File: config.mk
export PLATFORM = sky130hd
export DESIGN_NAME = scan_multiplexer
export DESIGN_NICKNAME = d
export VERILOG_FILES = /design/src/rtl/scan_multiplexer.sv
export SDC_FILE = /design/constraint.sdc
export NUM_CORES = 1
export LEC_CHECK = 0
export ABC_AREA = 1
export BUFFER_PORTS_ARGS = -buffer_cell sky130_fd_sc_hd__buf_2
export CORE_MARGIN = 1
export CORE_UTILIZATION = 32
export DETAILED_ROUTE_END_ITERATION = 10
export PLACE_DENSITY = 0.5
export SLEW_MARGIN = 20
export SYNTH_ARGS = -nofsm -noshare
export SYNTH_HDL_FRONTEND = slang
export SYNTH_SLANG_ARGS = --single-unit
File: constraint.sdc
create_clock -name Clock -period 1.9 [get_ports Clock]
set_input_delay 0.38 -clock Clock [delete_from_list [all_inputs] [get_ports Clock]]
set_output_delay 0.38 -clock Clock [all_outputs]
set_load 0.03 [all_outputs]
File: src/rtl/scan_multiplexer.sv
// scan_multiplexer: registered N-channel mux with manual select and round-robin scan at a programmable dwell
module scan_multiplexer #(
  parameter int WIDTH    = 4,
  parameter int CHANNELS = 4,
  parameter int DWELL_W  = 16,
  parameter int SEL_W    = $clog2(CHANNELS)
) (
  input  logic                      Clock,
  input  logic                      nReset,
  input  logic [CHANNELS*WIDTH-1:0] DataIn,
  input  logic [SEL_W-1:0]          Selector,
  input  logic                      Mode,
  input  logic [DWELL_W-1:0]        Dwell,
  input  logic                      Hold,
  output logic [WIDTH-1:0]          DataOut,
  output logic [SEL_W-1:0]          ChannelOut,
  output logic                      Strobe
);
  typedef enum logic {MANUAL, SCAN} state_t;
  state_t state, state_nxt;
  logic [DWELL_W-1:0] cnt, cnt_nxt, last;
  logic [SEL_W-1:0] chan_nxt;
  logic [WIDTH-1:0] slice [2**SEL_W];
  logic tc;
  // indices past CHANNELS-1 read as zero so an out-of-range selector yields DataOut=0
  for (genvar i = 0; i < 2**SEL_W; i++) begin : g_slice
    if (i < CHANNELS) begin : g_in
      assign slice[i] = DataIn[i*WIDTH +: WIDTH];
    end else begin : g_oor
      assign slice[i] = '0;
    end
  end
  always_comb begin
    state_nxt = Mode ? SCAN : MANUAL;
    last = (Dwell == '0) ? '0 : Dwell - DWELL_W'(1);
    tc = cnt >= last;
    chan_nxt = ChannelOut;
    cnt_nxt = cnt;
    if (state == MANUAL) begin
      chan_nxt = Selector;
      cnt_nxt = '0;
    end else if (!Hold) begin
      cnt_nxt = tc ? '0 : cnt + DWELL_W'(1);
      if (tc) chan_nxt = (ChannelOut >= SEL_W'(CHANNELS-1)) ? '0 : ChannelOut + SEL_W'(1);
    end
  end
  always_ff @(posedge Clock or negedge nReset) begin
    if (!nReset) begin
      state <= MANUAL;
      cnt <= '0;
      ChannelOut <= '0;
      DataOut <= '0;
      Strobe <= 1'b0;
    end else begin
      state <= state_nxt;
      cnt <= cnt_nxt;
      ChannelOut <= chan_nxt;
      DataOut <= slice[chan_nxt];
      Strobe <= chan_nxt != ChannelOut;
    end
  end
endmodule

==> impl_results.md, run 1 <==
* Int Pwr at 947 uW
* Fmax at 0.363 GHz
* Net Count, Synth at 371
* Sink Count at 24
* Gr ovfl total at 0
* Number of synthesized flops with an enable pin at 0
* Crit-path leading delay family: simple AND/OR/NAND/NOR gates
* Proportion of synthesized area in mux cells at 0%
* Initial cell density of the core at 32.9%
* #FFs+latches synth at 24
* Arr. time, crit path at 2.92 ns
* Crit Path Max Fanout at 7
* Clock-pin slew on the worst setup and hold paths at 0.08 ns
* Power density over the cells at 422 nW/um^2
* Final Hold Viols at 0
* DRC at 0
* RSZ-0062 raised after global routing: yes
* Port Buffers at 44
* Final net count at 477
* Drt wl/cell at 11.7 um
* Pre-Repair DR Iteration Count at 5
* Cell Count, Final, Fillers Out at 497
* Post-route ant nets at 0
* NetSw at 493 uW
* Worst skew pair latency at 0.27 ns
* Root Driver: clkbuf_8
* Fin worst setup slack at -0.856 ns
* Adder-Cell Fraction of Synth Area at 11.2%
* First-pass GRT wire length at 10100 um
* Pin count of the biggest net entering global routing at 25
* CP Data Required Time at 2.07 ns
* Ys flop type: dfrtp_1
* Cells after Synth at 313
* # IOs at 45
* Fraction of the mapped netlist area in simple logic gates at 36.1%
* Combinational share of power at 39.0%
* Dominant cells by area after synthesis: dfrtp_1 27%, nand2_1 11%, ha_1 11%
* CP bufs+invs at 4
* Critical path's slowest cell: ha_4
* Maxcap violations at 0
* Synth top area share at 27.0%
* # H-tree levels at 1
* FILL cells at 656
* Clock Power Share at 21.2%
* First DRT Iteration DRCs at 52
* CP startpoint kind: input port
* Hpwl dp at 4450 um
* Vias/cell at 4.71
* Synth async-reset ratio at 100%
* Fin crit period at 2.76 ns
* Total Wirelength at 5810 um
* Area growth, synth to finish at 53.4%
* VDD IR-drop max at 0.000254 V
* Violated checks: negative setup slack
* Sequential-to-total area share from yosys stat at 27.0%
* Worst hold margin at 0.0925 ns
* Via count at 2339
* Initial antenna violation count at 0
* TritonCTS clock tree: built
* Status: complete, but fails checks
* Switching part of the total power at 34.3%
* Placed insts at 484
* CTS hold repair buffers at 0
* Endpoints failing setup at 23
* Placement row count at 30
* Crit Path Class: in2reg
* Clock Tree Buf Depth at 2
* Gr usage total at 16.8%
* Delay of the slowest cell on the worst path at 0.31 ns
* Register share of total power at 39.8%
* Routability cong. at 0.777
* Antenna diodes at 0
* Post-synthesis cell type count at 38
* Via count of the first global-routing pass at 2398
* Cell Area, Synth at 2220 um^2
* Tightest Hold Check Type: in2async
* Syn avg cell area at 7.11 um^2
* Yosys warns at 0
* Worst setup EP type: flop
* Die width at 85.4 um
* Crit path top cell by count: nand2_4
* Pleak at 0.00178 uW
* Max-slew violations at 0
* Slew @ Worst Pin at 0.557 ns
* Largest family of logic cells by synthesized area: simple AND/OR/NAND/NOR gates
* Most frequent cells in the layout: 56 x nand2_1, 53 x buf_4, 44 x inv_1
* Commonest non-fill, non-tap cell in the layout: nand2_1
* Cell taking the most area after synthesis: dfrtp_1
* Fin util at 50.5%
* Layout cells sized above 1 at 47.5%
* Core ar. at 6760 um^2
* Worst Skew at 0.00131 ns
* Critical Path, Cell by Cell: buf_8 > nor2_4 > nand2_2 > nor3_2 > inv_1 > nor2_2 > inv_2 > nor3_4 > a21oi_1 > nand3b_1 > ha_4 > nand2_4 > nor3_2 > nand2_2 > nand2_4 > nand2_4 > nand2_4 > nand3_4 > nand2_4 > buf_6 > nand2_2 > nand3_2 > nand2_2
* Slew HR at 62.9%
* Total CTS buffers at 3
* Post-synthesis xor/xnor area fraction at 5.51%
* Die ar. at 7290 um^2
* Die H at 85.4 um
* Final worst path period share at 145%
* Synth Area in Compound Gates at 10.3%
* Post-Route Setup TNS at -17.09 ns
[worst reg2reg max path, delay by kind of cell, from the launching register on]
| family | cells | cell delay [ns] |
|---|---|---|
| buf+inv | 2 | 0.20 |
| flops | 1 | 0.38 |
| simple gates | 14 | 1.06 |
| fa+ha+maj | 1 | 0.31 |
[per-layer routing]
layer,vias to the layer above,share of wire [%],GRT usage (%),wire length (um)
met5,-,0,0,0
met4,0,0.84,3.48,49
met3,8,4.1,1.85,238
met2,53,49,31.5,2860
met1,1049,46,20.7,2660
li1,1229,-,-,-
[power groups by stage]
stage,clock network (uW),registers (uW),logic [uW]
6_report,306,573,561
5_1_grt,340,578,625
4_1_cts,318,572,532
3_5_place_dp,0,582,482
3_3_place_gp,0,584,477
2_1_floorplan,0,623,221
[sequential cells by signal, summed over array words and instances (netlist names)]
register,count
cnt,16
DataOut,4
ChannelOut,2
Strobe,1
state,1
[through the flow]
stage / power [uW] / setup WS, ns / area (um^2)
final: 1440 / -0.856 / 3410
after global routing: 1540 / -1.01 / 3410
after CTS: 1420 / -0.827 / 3280
after detailed placement: 1060 / -1.18 / 3040
after global placement: 1060 / -1.14 / 3040
after floorplan: 844 / -0.741 / 2350
[worst paths after layout]
check,slack [ns],endpoint,cells past startpoint,startpoint
max in group asynchronous,1.44,cnt[13]$_DFFE_PN0P_,1,nReset
worst max register to register,-0.13,DataOut[0]$_DFF_PN0_,17,cnt[7]$_DFFE_PN0P_
worst min-delay path,0.09,cnt[0]$_DFFE_PN0P_,1,nReset
worst max-delay path,-0.86,DataOut[0]$_DFF_PN0_,23,Dwell[2]
worst min register to register,0.62,Strobe$_DFF_PN0_,2,ChannelOut[1]$_DFF_PN0_
min in group Clock,0.21,state$_DFF_PN0_,1,Mode
[synth_stat cells, types with 2 or more instances]
cell	count
nand2_1	68
dfrtp_1	24
ha_1	20
o22ai_1	7
o21ai_0	9
nor3_2	2
o21ai_1	2
nor2_4	2
nor3_1	3
xor2_1	13
nand2_2	6
nand3_1	31
buf_2	2
nor2_1	25
nand2_4	2
nor3_4	2
nand4_1	6
inv_1	56
or2_2	5
nor2_2	2
a21oi_1	9
[cell type report]
class,count,area (um^2),area share [%]
clock buffer,3,41.3,1.21
timing repair buffer,103,726,21.3
tap,80,100,2.93
inverter,56,243,7.11
sequential,24,601,17.6
multi-input combinational,231,1700,49.9
[cell families after synthesis]
group,count (synthesis)
fa+ha+maj,20
simple gates,160
flops,24
compound gates,37
xor+xnor,14
buf+inv,58
[repair_timing]
item | 4_1_cts | 5_1_grt
setup buffers | 9 | 1
gates resized for setup | 38 | 29
endpoints found under the hold margin | 0 | 0
pin swaps | 8 | 14
endpoints found under the setup margin | 23 | 23
Power figures use the tool's default switching activity.
==> run 2: changes to the inputs <==
--- a/config.mk
+++ b/config.mk
@@ -8,9 +8,9 @@
 export ABC_AREA = 1
 export BUFFER_PORTS_ARGS = -buffer_cell sky130_fd_sc_hd__buf_2
 export CORE_MARGIN = 1
-export CORE_UTILIZATION = 32
+export CORE_UTILIZATION = 41
 export DETAILED_ROUTE_END_ITERATION = 10
-export PLACE_DENSITY = 0.5
+export PLACE_DENSITY = 0.62
 export SLEW_MARGIN = 20
 export SYNTH_ARGS = -nofsm -noshare
 export SYNTH_HDL_FRONTEND = slang
==> run 2 against run 1 <==
  * The flow still finishes with violations (negative setup slack)
  * Total power shrank 1.6%
  * Cell area down 1.5%
  * Sequential share of layout area is 0.26 points higher
  * Non-clock buffer count fell by 6
  * Routed wire length up 1.1%
  * Sequential power about the same
  * Register-to-register slack worse by 0.03 ns
==> impl_results.md, run 2 (same netlist as run 1, synthesis figures left out) <==
* Status: complete, but fails checks (unchanged)
* Violated checks: negative setup slack (unchanged)
* Crit Path Max Fanout at 7 (unchanged)
* Tightest Hold Check Type: in2async (unchanged)
* Fmax at 0.368 GHz (was 0.363 GHz)
* NetSw at 483 uW (was 493 uW)
* Vias/cell at 4.81 (was 4.71)
* Max-slew violations at 0 (unchanged)
* CP Data Required Time at 2.05 ns (was 2.07 ns)
* Crit Path Class: in2reg (unchanged)
* Layout cells sized above 1 at 45.3% (was 47.5%)
* Biggest registers after layout: cnt x16, DataOut x4, ChannelOut x2 (unchanged)
* Combinational share of power at 39.1% (was 39.0%)
* Port Buffers at 44 (unchanged)
* Slew @ Worst Pin at 0.540 ns (was 0.557 ns)
* First-pass GRT wire length at 9390 um (was 10100 um)
* Sink Count at 24 (unchanged)
* Clock Power Share at 20.3% (was 21.2%)
* Fin worst setup slack at -0.819 ns (was -0.856 ns)
* Fin crit period at 2.72 ns (was 2.76 ns)
* Pleak at 0.00174 uW (was 0.00178 uW)
* Clock-pin slew on the worst setup and hold paths at 0.08 ns (about the same)
* Int Pwr at 935 uW (was 947 uW)
* Maxcap violations at 0 (unchanged)
* Register share of total power at 40.6% (was 39.8%)
* Total Wirelength at 5870 um (was 5810 um)
* Pre-CTS setup slack at -1.17 ns (was -1.18 ns)
* Worst Skew at 0.00250 ns (was 0.00131 ns)
* Drt wl/cell at 12.1 um (was 11.7 um)
* Final Cell Area at 3360 um^2 (was 3410 um^2)
* Max FFs per register at 16 (unchanged)
* Die ar. at 5720 um^2 (was 7290 um^2)
* # H-tree levels at 1 (unchanged)
* Via count of the first global-routing pass at 2243 (was 2398)
* Slew HR at 64.0% (was 62.9%)
* Commonest non-fill, non-tap cell in the layout: nand2_1 (unchanged)
* Gr ovfl total at 0 (unchanged)
* Most frequent cells in the layout: 63 x nand2_1, 50 x buf_4, 44 x inv_1 (was 56 x nand2_1, 53 x buf_4, 44 x inv_1)
* Die H at 75.7 um (was 85.4 um)
* TritonCTS clock tree: built (unchanged)
* First DRT Iteration DRCs at 65 (was 52)
* Via count at 2321 (was 2339)
* Post-Route Setup TNS at -17.30 ns (was -17.09 ns)
* Final Hold Viols at 0 (unchanged)
* Area growth, synth to finish at 51.1% (was 53.4%)
* # IOs at 45 (unchanged)
* Root Driver: clkbuf_8 (unchanged)
* Initial antenna violation count at 0 (unchanged)
* Worst skew pair latency at 0.26 ns (was 0.27 ns)
* CP startpoint kind: input port (unchanged)
* Antenna diodes at 0 (unchanged)
* Gr usage total at 21.4% (was 16.8%)
* Endpoints failing setup at 23 (unchanged)
* Placement row count at 26 (was 30)
* Register cell area after layout at 601 um^2 (unchanged)
* Largest Register: cnt (unchanged)
* Routability cong. at 0.826 (was 0.777)
* DRC at 0 (unchanged)
* Switching part of the total power at 34.1% (was 34.3%)
* VDD IR-drop max at 0.000355 V (was 0.000254 V)
* Post-route ant nets at 0 (unchanged)
* RSZ-0062 raised after global routing: yes (unchanged)
* Overall power at 1420 uW (was 1440 uW)
* Initial cell density of the core at 43.0% (was 32.9%)
* Worst setup EP type: flop (unchanged)
* FILL cells at 455 (was 656)
* Core ar. at 5170 um^2 (was 6760 um^2)
* Pre-Repair DR Iteration Count at 4 (was 5)
* R2R setup slack at -0.16 ns (was -0.13 ns)
* Total CTS buffers at 3 (unchanged)
* Arr. time, crit path at 2.86 ns (was 2.92 ns)
* Final net count at 473 (was 477)
* Power density over the cells at 422 nW/um^2 (about the same)
* Area of the multi-input gates at 1720 um^2 (was 1700 um^2)
* Die width at 75.7 um (was 85.4 um)
* Clock Tree Buf Depth at 2 (unchanged)
* Hpwl dp at 4330 um (was 4450 um)
* CTS hold repair buffers at 0 (unchanged)
* Pin count of the biggest net entering global routing at 25 (unchanged)
* Dpl cell area at 3000 um^2 (was 3040 um^2)
* Final worst path period share at 143% (was 145%)
run 2: cell type report:
class	count	area share, %
Timing Repair Buffer	97	19.7
Tap cell	70	2.61
Sequential cell	24	17.9
Clock buffer	3	1.23
Inverter	56	7.37
Multi-Input combinational cell	233	51.3
run 2: what timing repair did:
action,4_1_cts,5_1_grt
cloned,2,0
hold endpoints to repair,0,0
gates resized for setup,49,12
setup endpoints to repair,23,23
pin swaps,13,3
setup buffers,5,1
run 2: layer usage:
metal	global-route usage (%)	vias to the layer above	part of all wire (%)
met2	41.6	63	51
met4	6.38	0	1.9
li1	-	1225	-
met1	25.4	1019	44
met5	0	-	0
met3	1.06	14	3.1
run 2: stage by stage:
step	instances	utilization (%)	hold WS, ns
CTS	482	63.8	0.115
finish	483	65.0	0.0974
global route	483	65.0	0.142
floorplan	313	-	0.0844
global placement	472	58.0	0.400
detailed placement	472	58.0	0.397
run 2: power by group through the flow:
| stage | clock, uW | combinational, uW | sequential, uW |
|---|---|---|---|
| finish | 288 | 555 | 575 |
| floorplan | 0 | 221 | 623 |
| detailed placement | 0 | 472 | 583 |
| CTS | 293 | 531 | 575 |
| global route | 313 | 608 | 580 |
| global placement | 0 | 466 | 583 |
run 2: critical path, cell delays in order:
cell and delay (ns):
buf_8 0.11, nor2_4 0.10, nand2_2 0.06, nor3_2 0.09, inv_1 0.06, nor2_1 0.11
inv_2 0.09, nor3_4 0.18, xor2_1 0.17, nand2_1 0.10, ha_4 0.28, nand4_1 0.09
nor3_2 0.18, nand2_1 0.12, nand2_4 0.11, nand2_4 0.07, nand2_4 0.08, nand3_4 0.13
nand2_4 0.16, nand2_2 0.06, nand3_2 0.06, nand2_1 0.07
run 2: path summary, 6_finish.rpt:
check / start / endpoint / cells past startpoint
setup / recovery: Dwell[2] / DataOut[0]$_DFF_PN0_ / 22
hold / removal: nReset / cnt[0]$_DFFE_PN0P_ / 1
setup reg to reg: cnt[7]$_DFFE_PN0P_ / DataOut[0]$_DFF_PN0_ / 16
hold reg to reg: ChannelOut[1]$_DFF_PN0_ / Strobe$_DFF_PN0_ / 2
max in group asynchronous: nReset / cnt[11]$_DFFE_PN0P_ / 1
min in group Clock: Mode / state$_DFF_PN0_ / 1
==> run 3: changes to the inputs <==
==> constraint.sdc (replaced) <==
create_clock -name Clock -period 1.9 [get_ports Clock]
set_input_delay 0.095 -clock Clock [delete_from_list [all_inputs] [get_ports Clock]]
set_output_delay 0.095 -clock Clock [all_outputs]
set_load 0.03 [all_outputs]
==> run 3 against run 2 <==
  * The flow still finishes with violations (negative setup slack)
  * First-iteration DRC count decreased by 26%
  * Sequential power is essentially flat
  * Largest cell class unchanged
  * Die area did not move
  * Final cell count increased by 0.21%
  * Critical path depth is 2 lower
  * Hold slack improved by 0.033 ns
==> impl_results.md, run 3 (same netlist as run 1, synthesis figures left out) <==
* Post-Route Setup TNS at -9.40 ns (was -17.30 ns)
* Worst Skew at 0.00431 ns (was 0.00250 ns)
* Maxcap violations at 0 (unchanged)
* Worst hold margin at 0.130 ns (was 0.0974 ns)
* Final Hold Viols at 0 (unchanged)
* Crit Path Class: in2reg (unchanged)
* Via count at 2273 (was 2321)
* Die width at 75.7 um (unchanged)
* CP endpoint: cnt[1]$_DFFE_PN0P_ (was DataOut[0]$_DFF_PN0_)
* Max-slew violations at 0 (unchanged)
* Antenna diodes at 0 (unchanged)
* Worst skew pair latency at 0.26 ns (about the same)
* Pre-Repair DR Iteration Count at 4 (unchanged)
* Slew @ Worst Pin at 0.540 ns (about the same)
* First-pass GRT wire length at 8960 um (was 9390 um)
* RSZ-0062 raised after global routing: yes (unchanged)
* Gr usage total at 20.4% (was 21.4%)
* Port Buffers at 44 (unchanged)
* Worst setup EP type: flop (unchanged)
* R2r endpoint: cnt[1]$_DFFE_PN0P_ (was DataOut[0]$_DFF_PN0_)
* Total Wirelength at 5480 um (was 5870 um)
* CP Data Required Time at 2.05 ns (about the same)
* Delay of the slowest cell on the worst path at 0.31 ns (was 0.28 ns)
* Arr. time, crit path at 2.54 ns (was 2.86 ns)
* Largest Register: cnt (unchanged)
* Tightest Hold Check Type: in2reg (was in2async)
* VDD IR-drop max at 0.000337 V (was 0.000355 V)
* NetSw at 463 uW (was 483 uW)
* Hpwl dp at 4300 um (was 4330 um)
* Switching part of the total power at 33.3% (was 34.1%)
* Core ar. at 5170 um^2 (unchanged)
* Crit Path Max Fanout at 7 (unchanged)
* Endpoints failing setup at 23 (unchanged)
* Cell depth of the worst flop-to-flop path at 14 (was 16)
* Final net count at 474 (was 473)
* Clock-pin slew on the worst setup and hold paths at 0.07 ns (was 0.08 ns)
* Initial cell density of the core at 43.0% (unchanged)
* # IOs at 45 (unchanged)
* Critical Path, Cell by Cell: buf_8 > nor2_4 > nand2_2 > nor3_2 > inv_1 > nor2_1 > inv_2 > nor3_4 > a21oi_1 > nand3b_1 > ha_4 > nand2_4 > nor3_2 > nand2_1 > nand2_4 > buf_4 > nor2_4 > buf_12 > buf_6 > a32o_1 (was buf_8 > nor2_4 > nand2_2 > nor3_2 > inv_1 > nor2_1 > inv_2 > nor3_4 > xor2_1 > nand2_1 > ha_4 > nand4_1 > nor3_2 > nand2_1 > nand2_4 > nand2_4 > nand2_4 > nand3_4 > nand2_4 > nand2_2 > nand3_2 > nand2_1)
* FILL cells at 450 (was 455)
* R2R setup slack at -0.11 ns (was -0.16 ns)
* Max FFs per register at 16 (unchanged)
* Combinational share of power at 38.1% (was 39.1%)
* Routability cong. at 0.826 (about the same)
* CP startpoint kind: input port (unchanged)
* Initial antenna violation count at 0 (unchanged)
* Register cell area after layout at 601 um^2 (unchanged)
* Pin count of the biggest net entering global routing at 25 (unchanged)
* Power density over the cells at 416 nW/um^2 (was 422 nW/um^2)
* Int Pwr at 928 uW (was 935 uW)
* Biggest registers after layout: cnt x16, DataOut x4, ChannelOut x2 (unchanged)
* Commonest non-fill, non-tap cell in the layout: nand2_1 (unchanged)
* Fmax at 0.418 GHz (was 0.368 GHz)
* Violated checks: negative setup slack (unchanged)
* Root Driver: clkbuf_8 (unchanged)
* Pre-CTS setup slack at -0.878 ns (was -1.17 ns)
* DRC at 0 (unchanged)
* Pleak at 0.00175 uW (was 0.00174 uW)
* Fin crit period at 2.39 ns (was 2.72 ns)
* Slew HR at 64.0% (about the same)
* FF-to-FF Start: cnt[7]$_DFFE_PN0P_ (unchanged)
* Gr ovfl total at 0 (unchanged)
* Post-route ant nets at 0 (unchanged)
* Die ar. at 5720 um^2 (unchanged)
* Fin worst setup slack at -0.492 ns (was -0.819 ns)
* # H-tree levels at 1 (unchanged)
* Area of the multi-input gates at 1700 um^2 (was 1720 um^2)
* Status: complete, but fails checks (unchanged)
* Placed insts at 472 (unchanged)
* Clock Tree Buf Depth at 2 (unchanged)
* Sink Count at 24 (unchanged)
* Total CTS buffers at 3 (unchanged)
* Most frequent cells in the layout: 62 x nand2_1, 49 x buf_4, 45 x inv_1 (was 63 x nand2_1, 50 x buf_4, 44 x inv_1)
* Layout cells sized above 1 at 43.7% (was 45.3%)
* First DRT Iteration DRCs at 48 (was 65)
* Die H at 75.7 um (unchanged)
* Critical path's slowest cell: ha_4 (unchanged)
* Area growth, synth to finish at 50.5% (was 51.1%)
* Via count of the first global-routing pass at 2149 (was 2243)
* Placement row count at 26 (unchanged)
* Final worst path period share at 126% (was 143%)
* Drt wl/cell at 11.3 um (was 12.1 um)
* Register share of total power at 41.4% (was 40.6%)
* Vias/cell at 4.70 (was 4.81)
* Crit path launch: Dwell[2] (unchanged)
* TritonCTS clock tree: built (unchanged)
* Clock Power Share at 20.5% (was 20.3%)
* Overall power at 1390 uW (was 1420 uW)
* Cell Count, Final, Fillers Out at 484 (was 483)
[run 3: timing repair]
| item | 4_1_cts | 5_1_grt |
|---|---|---|
| resized for setup | 47 | 8 |
| setup endpoints to repair | 23 | 23 |
| hold buffers | 2 | 0 |
| pin swaps | 13 | 6 |
| buffers inserted | 3 | 2 |
| cloned | 2 | 0 |
| endpoints found under the hold margin | 25 | 0 |
[run 3: layout make-up]
cell class | count | share of cell area, %
repair buffers | 98 | 20.1
well taps | 70 | 2.62
inverters | 56 | 7.32
clock buffers | 3 | 1.23
multi-input cells | 233 | 50.8
flip-flops and latches | 24 | 17.9
[run 3: critical path: cells and delay by family]
family / cells / cell delay [ns]
AOI/OAI and AO/OA: 2 / 0.28
and+or+nand+nor: 11 / 1.22
adders and majority gates: 1 / 0.31
buffers and inverters: 6 / 0.63
[run 3: power groups by stage]
stage                     logic (uW)  clock network (uW)  registers (uW)
after detailed placement         471                   0             582
after floorplan                  221                   0             623
final                            531                 285             576
after global placement           466                   0             583
after CTS                        528                 295             576
after global routing             588                 316             580
[run 3: metrics by stage]
stage	cell area, um^2	util (%)
floorplan	2350	-
global placement	3000	58.0
detailed placement	3000	58.0
CTS	3290	63.7
global route	3350	64.7
finish	3350	64.7
[run 3: how the worst min path moves through the flow]
stage                                   end    from  depth (start not counted)
floorplan           ChannelOut[0]$_DFF_PN0_  nReset                          0
global route             cnt[1]$_DFFE_PN0P_    Hold                          2
global placement            state$_DFF_PN0_  nReset                          1
CTS                      cnt[1]$_DFFE_PN0P_    Hold                          2
detailed placement       cnt[0]$_DFFE_PN0P_  nReset                          1
finish                   cnt[1]$_DFFE_PN0P_    Hold                          2
[run 3: layer usage]
| metal | GRT usage [%] | share of wire [%] | vias to the layer above |
|---|---|---|---|
| li1 | - | - | 1227 |
| met1 | 23.8 | 45 | 989 |
| met2 | 40.3 | 51 | 53 |
| met3 | 1.85 | 3.5 | 4 |
| met4 | 4.12 | 0.62 | 0 |
| met5 | 0 | 0 | - |
